## src/rtl/adat_rx_adat_pkg.sv

```systemverilog
// Shared types and constants for the ADAT receive path: the frame record
// carried between the receiver and the stream output stage.
package adat_rx_adat_pkg;

  localparam int NUM_CHANNELS = 8;
  localparam int SAMPLE_WIDTH = 24;
  localparam logic [2:0] LAST_CHAN = 3'(NUM_CHANNELS - 1);

  typedef struct packed {
    logic [3:0]                                     user;
    logic [0:NUM_CHANNELS-1][SAMPLE_WIDTH-1:0]      samples;
  } AdatFrame;

  typedef enum logic {
    IDLE,
    SEND
  } StreamState;

endpackage

```

## src/rtl/adat_rx_frame_fifo.sv

```systemverilog
// Frame FIFO for decoded ADAT frames; exposes the head and the entry behind it
// so the stream stage can start the next frame without an idle cycle.
module adat_rx_frame_fifo
  import adat_rx_adat_pkg::*;
#(
  parameter int DEPTH   = 4,
  parameter int LEVEL_W = $clog2(DEPTH) + 1
) (
  input  logic               clk,
  input  logic               rst_n,
  input  logic               push,
  input  logic               pop,
  input  logic               flush,
  input  AdatFrame           wr_data,
  output AdatFrame           head,
  output AdatFrame           next,
  output logic               full,
  output logic               empty,
  output logic [LEVEL_W-1:0] level
);

  localparam int AW = $clog2(DEPTH);
  localparam logic [LEVEL_W-1:0] PTR_ONE = LEVEL_W'(1);

  AdatFrame           mem [DEPTH];
  logic [LEVEL_W-1:0] wr_ptr;
  logic [LEVEL_W-1:0] rd_ptr;
  logic [LEVEL_W-1:0] rd_next;
  logic               do_write;
  logic               do_pop;

  assign rd_next  = rd_ptr + PTR_ONE;
  assign level    = wr_ptr - rd_ptr;
  assign empty    = (wr_ptr == rd_ptr);
  assign full     = (wr_ptr[AW] != rd_ptr[AW]) && (wr_ptr[AW-1:0] == rd_ptr[AW-1:0]);
  assign do_pop   = pop && !empty;
  // A pop in the same cycle frees the slot being written, so full need not block it.
  assign do_write = push && (!full || do_pop);

  assign head = mem[rd_ptr[AW-1:0]];
  assign next = mem[rd_next[AW-1:0]];

  always_ff @(posedge clk or negedge rst_n) begin
    if (!rst_n) begin
      wr_ptr <= '0;
      rd_ptr <= '0;
    end else begin
      if (do_pop)
        rd_ptr <= rd_next;
      // Flush keeps only the head entry; everything queued behind it is discarded.
      if (flush)
        wr_ptr <= empty ? rd_ptr : rd_next;
      else if (do_write)
        wr_ptr <= wr_ptr + PTR_ONE;
    end
  end

  always_ff @(posedge clk) begin
    if (do_write)
      mem[wr_ptr[AW-1:0]] <= wr_data;
  end

endmodule

```

## src/rtl/adat_rx_stream_out.sv

```systemverilog
// Buffers decoded ADAT frames and replays them as a ready/valid sample stream.
// Optional statistics (drop counter, level high-watermark): ADAT_RX_STREAM_STATS_EN.
module adat_rx_stream_out
  import adat_rx_adat_pkg::*;
#(
  parameter int FIFO_DEPTH = 4,
  parameter int LEVEL_W    = $clog2(FIFO_DEPTH) + 1
) (
  input  logic               i_clk,
  input  logic               i_rst,
  input  logic [0:7][23:0]   i_channels,
  input  logic [3:0]         i_user,
  input  logic               i_valid,
  input  logic               i_locked,
  output logic [23:0]        o_tdata,
  output logic [2:0]         o_tchan,
  output logic [3:0]         o_tuser,
  output logic               o_tlast,
  output logic               o_tvalid,
  input  logic               i_tready,
  output logic [LEVEL_W-1:0] o_level,
  output logic               o_overflow,
  output logic [15:0]        o_drop_count,
  output logic [LEVEL_W-1:0] o_max_level
);

  StreamState         state;
  StreamState         next_state;
  AdatFrame           push_frame;
  AdatFrame           fifo_head;
  AdatFrame           fifo_next;
  AdatFrame           load_frame;
  logic               fifo_full;
  logic               fifo_empty;
  logic [LEVEL_W-1:0] fifo_level;
  logic               push;
  logic               pop;
  logic               flush;
  logic               drop;
  logic               beat;
  logic               load_head;
  logic               load_next;
  logic [2:0]         next_chan;

  assign push_frame = {i_user, i_channels};
  assign push       = i_valid && i_locked;
  assign flush      = !i_locked;
  assign beat       = o_tvalid && i_tready;
  assign drop       = push && fifo_full && !pop;
  assign next_chan  = o_tchan + 3'd1;
  assign load_frame = load_next ? fifo_next : fifo_head;
  assign o_level    = fifo_level - LEVEL_W'(state == SEND);

  adat_rx_frame_fifo #(
    .DEPTH   (FIFO_DEPTH),
    .LEVEL_W (LEVEL_W)
  ) u_fifo (
    .clk     (i_clk),
    .rst_n   (i_rst),
    .push    (push),
    .pop     (pop),
    .flush   (flush),
    .wr_data (push_frame),
    .head    (fifo_head),
    .next    (fifo_next),
    .full    (fifo_full),
    .empty   (fifo_empty),
    .level   (fifo_level)
  );

  always_ff @(posedge i_clk or negedge i_rst) begin
    if (!i_rst)
      state <= IDLE;
    else
      state <= next_state;
  end

  always_comb begin
    next_state = state;
    load_head  = 1'b0;
    load_next  = 1'b0;
    pop        = 1'b0;
    case (state)
      IDLE: begin
        if (!fifo_empty && i_locked) begin
          load_head  = 1'b1;
          next_state = SEND;
        end else if (!fifo_empty) begin
          // A frame left waiting when lock drops is stale; discard it too.
          pop = 1'b1;
        end
      end
      SEND: begin
        if (beat && (o_tchan == LAST_CHAN)) begin
          pop = 1'b1;
          if (i_locked && (fifo_level > LEVEL_W'(1)))
            load_next = 1'b1;
          else
            next_state = IDLE;
        end
      end
      default: next_state = IDLE;
    endcase
  end

  always_ff @(posedge i_clk or negedge i_rst) begin
    if (!i_rst) begin
      o_tdata    <= '0;
      o_tchan    <= '0;
      o_tuser    <= '0;
      o_tlast    <= 1'b0;
      o_tvalid   <= 1'b0;
      o_overflow <= 1'b0;
    end else begin
      o_overflow <= drop;
      if (load_head || load_next) begin
        o_tdata  <= load_frame.samples[0];
        o_tchan  <= '0;
        o_tuser  <= load_frame.user;
        o_tlast  <= 1'b0;
        o_tvalid <= 1'b1;
      end else if (beat) begin
        if (o_tchan == LAST_CHAN) begin
          o_tvalid <= 1'b0;
          o_tlast  <= 1'b0;
        end else begin
          o_tchan <= next_chan;
          o_tdata <= fifo_head.samples[next_chan];
          o_tlast <= (next_chan == LAST_CHAN);
        end
      end
    end
  end

`ifdef ADAT_RX_STREAM_STATS_EN
  always_ff @(posedge i_clk or negedge i_rst) begin
    if (!i_rst) begin
      o_drop_count <= '0;
      o_max_level  <= '0;
    end else begin
      if (drop && (o_drop_count != 16'hFFFF))
        o_drop_count <= o_drop_count + 16'd1;
      if (o_level > o_max_level)
        o_max_level <= o_level;
    end
  end
`else
  assign o_drop_count = '0;
  assign o_max_level  = '0;
`endif

endmodule

```

## config.mk

```make
export PLATFORM = sky130hd
export DESIGN_NAME = adat_rx_stream_out
export DESIGN_NICKNAME = d
export VERILOG_FILES = /design/src/rtl/adat_rx_adat_pkg.sv /design/src/rtl/adat_rx_frame_fifo.sv /design/src/rtl/adat_rx_stream_out.sv
export SDC_FILE = /design/constraint.sdc
export NUM_CORES = 1
export LEC_CHECK = 0
export ABC_AREA = 1
export CORE_MARGIN = 8
export CORE_UTILIZATION = 49
export DETAILED_ROUTE_END_ITERATION = 16
export GPL_ROUTABILITY_DRIVEN = 1
export PLACE_DENSITY_LB_ADDON = 0.15
export RECOVER_POWER = 100
export SETUP_SLACK_MARGIN = 0.05
export SLEW_MARGIN = 30
export SYNTH_ARGS = -nofsm -noshare
export SYNTH_HDL_FRONTEND = slang
export SYNTH_SLANG_ARGS = --single-unit
```

## constraint.sdc

```tcl
create_clock -name i_clk -period 14.12 [get_ports i_clk]
set_clock_uncertainty 0.1 [all_clocks]
set_input_delay 2.824 -clock i_clk [delete_from_list [all_inputs] [get_ports i_clk]]
set_output_delay 2.824 -clock i_clk [all_outputs]
set_load 0.03 [all_outputs]
```

==> results of run 1 <==
## cells in the mapped netlist
| cell type | number | share of area, % |
|---|---|---|
| buf_6 | 7 | 0.21 |
| nand2_4 | 1 | 0.031 |
| inv_6 | 1 | 0.024 |
| o22ai_1 | 8 | 0.14 |
| dfrtp_1 | 41 | 2.8 |
| conb_1 | 1 | 0.010 |
| or2_2 | 25 | 0.43 |
| inv_1 | 429 | 4.4 |
| nand3_1 | 659 | 9.0 |
| nor2_1 | 101 | 1.0 |
| o21ai_1 | 4 | 0.055 |
| xor2_1 | 2 | 0.048 |
| a21oi_1 | 8 | 0.11 |
| nor3_2 | 1 | 0.027 |
| a32oi_1 | 1 | 0.024 |
| edfxtp_1 | 784 | 64 |
| o21ai_2 | 1 | 0.024 |
| nor2_4 | 1 | 0.031 |
| ha_1 | 12 | 0.41 |
| inv_2 | 7 | 0.072 |
| buf_8 | 1 | 0.041 |
| o21ai_0 | 43 | 0.59 |
| fa_1 | 1 | 0.055 |
| buf_1 | 32 | 0.33 |
| clkbuf_1 | 68 | 0.70 |
| nand2_2 | 3 | 0.051 |
| nand4_1 | 25 | 0.43 |
| a31oi_1 | 1 | 0.017 |
| a21oi_2 | 18 | 0.43 |
| buf_2 | 81 | 1.1 |
| nand2_1 | 1174 | 12 |
| o31ai_1 | 2 | 0.041 |
| nor2_8 | 1 | 0.055 |
| nand3_4 | 2 | 0.095 |
| nor2_2 | 20 | 0.34 |
| buf_4 | 34 | 0.70 |
## power breakdown
part | leakage [nW] | total [mW] | internal (mW) | switching, mW
Sequential | 7.59 | 3.19 | 3.03 | 0.156
Clock | 1.30 | 2.15 | 1.22 | 0.929
Combinational | 8.52 | 3.41 | 0.932 | 2.47
Total | 17.4 | 8.75 | 5.19 | 3.56
## worst max path at each step
stage	slack, ps	end
6_report	4130	u_fifo.mem[2][73]
3_5_place_dp	6610	u_fifo.mem[3][86]
2_1_floorplan	1500	u_fifo.mem[0][0]
4_1_cts	7280	u_fifo.mem[3][86]
5_1_grt	3850	u_fifo.mem[2][73]
3_3_place_gp	6630	u_fifo.mem[3][86]
## layout make-up
class	count	area share, %
Sequential cell	825	58.3
Multi-Input combinational cell	2133	22.2
Timing Repair Buffer	273	6.32
Clock buffer	105	5.32
Inverter	437	3.94
Tap cell	969	2.88
Clock inverter	50	0.974
Antenna cell	11	0.0653
## flip-flops by register name, indices dropped and copies added (netlist names)
signal / flops
u_fifo.mem: 784
o_tdata: 24
o_tuser: 4
o_tchan: 3
u_fifo.rd_ptr: 3
u_fifo.wr_ptr: 3
o_overflow: 1
o_tlast: 1
o_tvalid: 1
state: 1
## kinds of logic (layout without fill, tap and decap cells)
group	count (synthesis)	after routing	synth area share (%)
flops	825	825	67.0
xor+xnor	2	2	0.0478
compound gates	86	86	1.42
fa+ha+maj	13	13	0.464
other cells	1	30	0.0102
simple gates	2013	2013	23.5
buf+inv	660	865	7.56
## critical path, cell delays in order
cell           delay [ps]
dlygate4sd3_1         520
clkbuf_1             1460
nand3_1               730
nor2_1                430
buf_12                410
clkbuf_1             3450
## metal layers
layer  wire length, um  GRT usage (%)  vias up
met5                33              0        -
met4              3450           9.13        4
met3              7470           4.64      195
met2             48600           39.2      919
met1             39500           29.4    12200
li1                  -              -    12200
==> flow_summary.toml, run 1 <==
[cts]
hold_buffers = 0
numCtsBuffers = 86
post_cts_resized = 0
cts-root-buf = "clkbuf_16"
clock-sinks = 825
path_clk_slew_ps = 60
cts_tree = "done"
clock_latency_ps = 630
post-cts-setup-buffers = 0
clockBufferDepth = 3
cts_max_level = 3

[critical_path]
rr_startpoint = "u_fifo.rd_ptr[1]"
cp-start-kind = "primary input"
critPathArrivalTime_ps = 10000
r2r-end = "u_fifo.mem[2][73]"
path_max_fanout = 74
crit_path_start = "i_locked"
endpoint_kind = "flip-flop"
reg2reg_slack_ps = 6420
worst-r2r-cell-count = 11
critPathKind = "primary input to flip-flop"
crit_required_ps = 14120

[global_routing]
overflow = 0
antenna_found_initial = 29
grt_max_degree = 142
grt_pass1_wl_um = 147000
grt_pass1_vias = 24200
track_usage_pct = 23.2

[logic_synthesis]
yosys_warnings = 0
yosys.cell_types.count = 36
synth_seq_cells = 825
synth-seq-area-share_pct = 67.0
syn_avg_cell_area_um2 = 10.2
synth_area_mm2 = 0.0367
synth_cells = 3600

[finish]
finalNonFillerCells = 4803
fillCellCount = 6289
final_common_cell = "nand2_1"
final_core_util_pct = 56.7
fin_area_mm2 = 0.0422
seqCellArea_mm2 = 0.0246
final_cell_mix = "nand2_1, edfxtp_1, nand3_1, inv_1, dlygate4sd3_1"
area_growth_pct = 14.9
drive_above_1_share_pct = 5.62
multi_input_area_mm2 = 0.00936
layout.nets = 3970

[place]
place.port_buffers = 237
gp_congestion = 0.826
placed_cell_area_mm2 = 0.0396
post-place-ws_ps = 6610
hpwl_um = 58400
dp_cells = 4635

[floorplan]
die_y_um = 290
fp.coreArea_mm2 = 0.0743
initial_utilization_pct = 49.4
die_w_um = 290
die-area_mm2 = 0.0839
boundaryPins = 257
rows = 100

[sta]
holdWs_ps = 392
setup_viol = 0
tns_ps = 0
report.final.slew_viol_count = 521
layout_min_cycle_time_ps = 9990
rsz0062_at_grt = "false"
post-route-period-util_pct = 70.8
worst_slack_ps = 4130
maxSlewHeadroom_pct = -227
worst_slew_pin_slew_ps = 4910
max_freq_mhz = 100
finalHoldViolCount = 0

[worst_hold_path]
holdPathStages = 2
hold_start = "o_tuser[1]"
hold-path-endpoint = "o_tuser[1]"
hp-class = "flip-flop to flip-flop"

[route]
firstDrtPassIters = 6
vias_per_cell = 5.31
drt_iter0_markers = 2304
detail_route.wl_per_cell_um = 20.6
vias = 25500
drt_wl_total_um = 99000
ant_nets = 0
drc = 0

[power]
leakagePower_nw = 17.4
irDropWorstVdd_mv = 0.249
p_total_mw = 8.75
p_per_area_mw_per_mm2 = 207

[outcome]
violations = "max-capacitance violations, max-slew violations"
run_status = "finished, violations left"

[job]
drv_cap = 10
No activity file was read; power rests on OpenSTA's default activity.
==> inputs of run 2 (changes only) <==
Clock period 14.12 ns to 8.4 ns, I/O delays scaled along.
==> flow_summary.toml, run 2 (synthesis results as in run 1) <==
[sta]
tns_ps = 0
finalHoldViolCount = 0
worst_slew_pin_slew_ps = 2770
max_freq_mhz = 152
report.final.slew_viol_count = 528
post-route-period-util_pct = 78.1
maxSlewHeadroom_pct = -84.5
setup_viol = 0
rsz0062_at_grt = "false"
layout_min_cycle_time_ps = 6560
holdWs_ps = 383

[critical_path]
critPathArrivalTime_ps = 4780
critPathKind = "flip-flop to output port"
slowest_delay_ps = 2180
path_max_fanout = 74
path_delay_family = "flip-flops"
crit_path_frequent_cell = "ha_1"
crit_path_cell_trace = "ha_1 -> fa_1 -> ha_1 -> xor2_1 -> dlygate4sd3_1"
critPathBufInv = 1
crit_required_ps = 6620
critPathSlowestCell = "dfrtp_1"
endpoint_kind = "output port"
cp-start-kind = "flip-flop"

[route]
drt_iter0_markers = 2294
ant_nets = 0
drc = 0
drt_wl_total_um = 101000
vias = 25500
vias_per_cell = 5.32
detail_route.wl_per_cell_um = 21.1
firstDrtPassIters = 6

[floorplan]
rows = 100
fp.coreArea_mm2 = 0.0743
die_y_um = 290
die_w_um = 290
initial_utilization_pct = 49.4
boundaryPins = 257
die-area_mm2 = 0.0839

[worst_hold_path]
hp-class = "flip-flop to flip-flop"

[cts]
numCtsBuffers = 87
clock_latency_ps = 660
cts_tree = "done"
path_clk_slew_ps = 60
clockBufferDepth = 3
cts_max_level = 3
hold_buffers = 0
clock-sinks = 825
post_cts_resized = 0
post-cts-setup-buffers = 0
cts-root-buf = "clkbuf_16"

[outcome]
violations = "max-capacitance violations, max-slew violations"
run_status = "finished, violations left"

[power]
p_per_area_mw_per_mm2 = 351
irDropWorstVdd_mv = 0.300
p_total_mw = 14.9
leakagePower_nw = 17.5

[place]
place.port_buffers = 237
hpwl_um = 59900
gp_congestion = 0.801

[finish]
largest_reg_flops = 784
drive_above_1_share_pct = 6.01
final_common_cell = "nand2_1"
final_cell_mix = "nand2_1, edfxtp_1, nand3_1, inv_1, dlygate4sd3_1"
layout.nets = 3968
area_growth_pct = 15.4

[global_routing]
grt_pass1_vias = 24600
grt_max_degree = 187
overflow = 0
antenna_found_initial = 24
track_usage_pct = 23.9
grt_pass1_wl_um = 152000

[job]
drv_cap = 11
[run 2: cell count changes in the layout (fill, tap and decap cells not counted), sizes merged]
cell	previous run	this run
buf	29	26
bufinv	5	6
clkbuf	113	120
clkdlybuf4s50	3	4
clkinvlp	3	1
diode	11	5
dlygate4sd3	233	232
inv	441	440
[run 2: routing by layer]
metal  share of wire [%]  global-route usage (%)  vias to the layer above
li1                    -                       -                    12200
met2                  50                    40.9                      881
met5               0.039                       0                        -
met1                  40                    30.4                    12300
met4                 3.7                    9.38                        6
met3                 6.5                    4.10                      199
[run 2: report_power, final]
part / leakage [nW] / switching, mW / internal [mW] / total, mW
sequential: 7.59 / 0.293 / 5.07 / 5.36
clock: 1.38 / 1.61 / 2.16 / 3.77
combinational: 8.53 / 4.15 / 1.58 / 5.73
[run 2: stage by stage]
stage,setup slack (ps),cell area [um2],util [%],std cells
floorplan,-3080,36800,-,3618
global placement,3010,39600,53.3,4634
CTS,3130,42400,57.1,4794
finish,1840,42300,57.0,4799
global route,1530,42300,57.0,4797
detailed placement,2990,39600,53.3,4634
[run 2: path summary, 6_finish.rpt]
| path | to | cells past startpoint | slack [ps] | start |
|---|---|---|---|---|
| worst min-delay path | o_tuser[1] | 2 | 380 | o_tuser[1] |
| worst max register to register | u_fifo.mem[1][95] | 10 | 1930 | u_fifo.rd_ptr[0] |
| worst min register to register | o_tuser[1] | 2 | 380 | o_tuser[1] |
| min in group asynchronous | o_overflow | 2 | 1910 | i_rst |
| worst max-delay path | o_level[2] | 5 | 1840 | u_fifo.rd_ptr[0] |
| max in group asynchronous | o_tchan[0] | 2 | 4330 | i_rst |
[run 2: worst register-to-register path, stage by stage (launching register included)]
cell      delay (ps)
dfrtp_1         2180
ha_1             530
nand2_1          160
inv_1             50
nand2_1          120
a31oi_1          140
nand2_1          110
nand3_1          380
nor2_4           190
buf_4            430
clkbuf_4        1500
[run 2: cell type report]
class | count | area [um2]
diodes | 5 | 12.5
clock buffers | 112 | 2330
clock inverters | 48 | 480
fillers | 6326 | 32000
inverters | 437 | 1660
multi-input cells | 2133 | 9390
flip-flops and latches | 825 | 24600
well taps | 969 | 1210
repair buffers | 270 | 2680
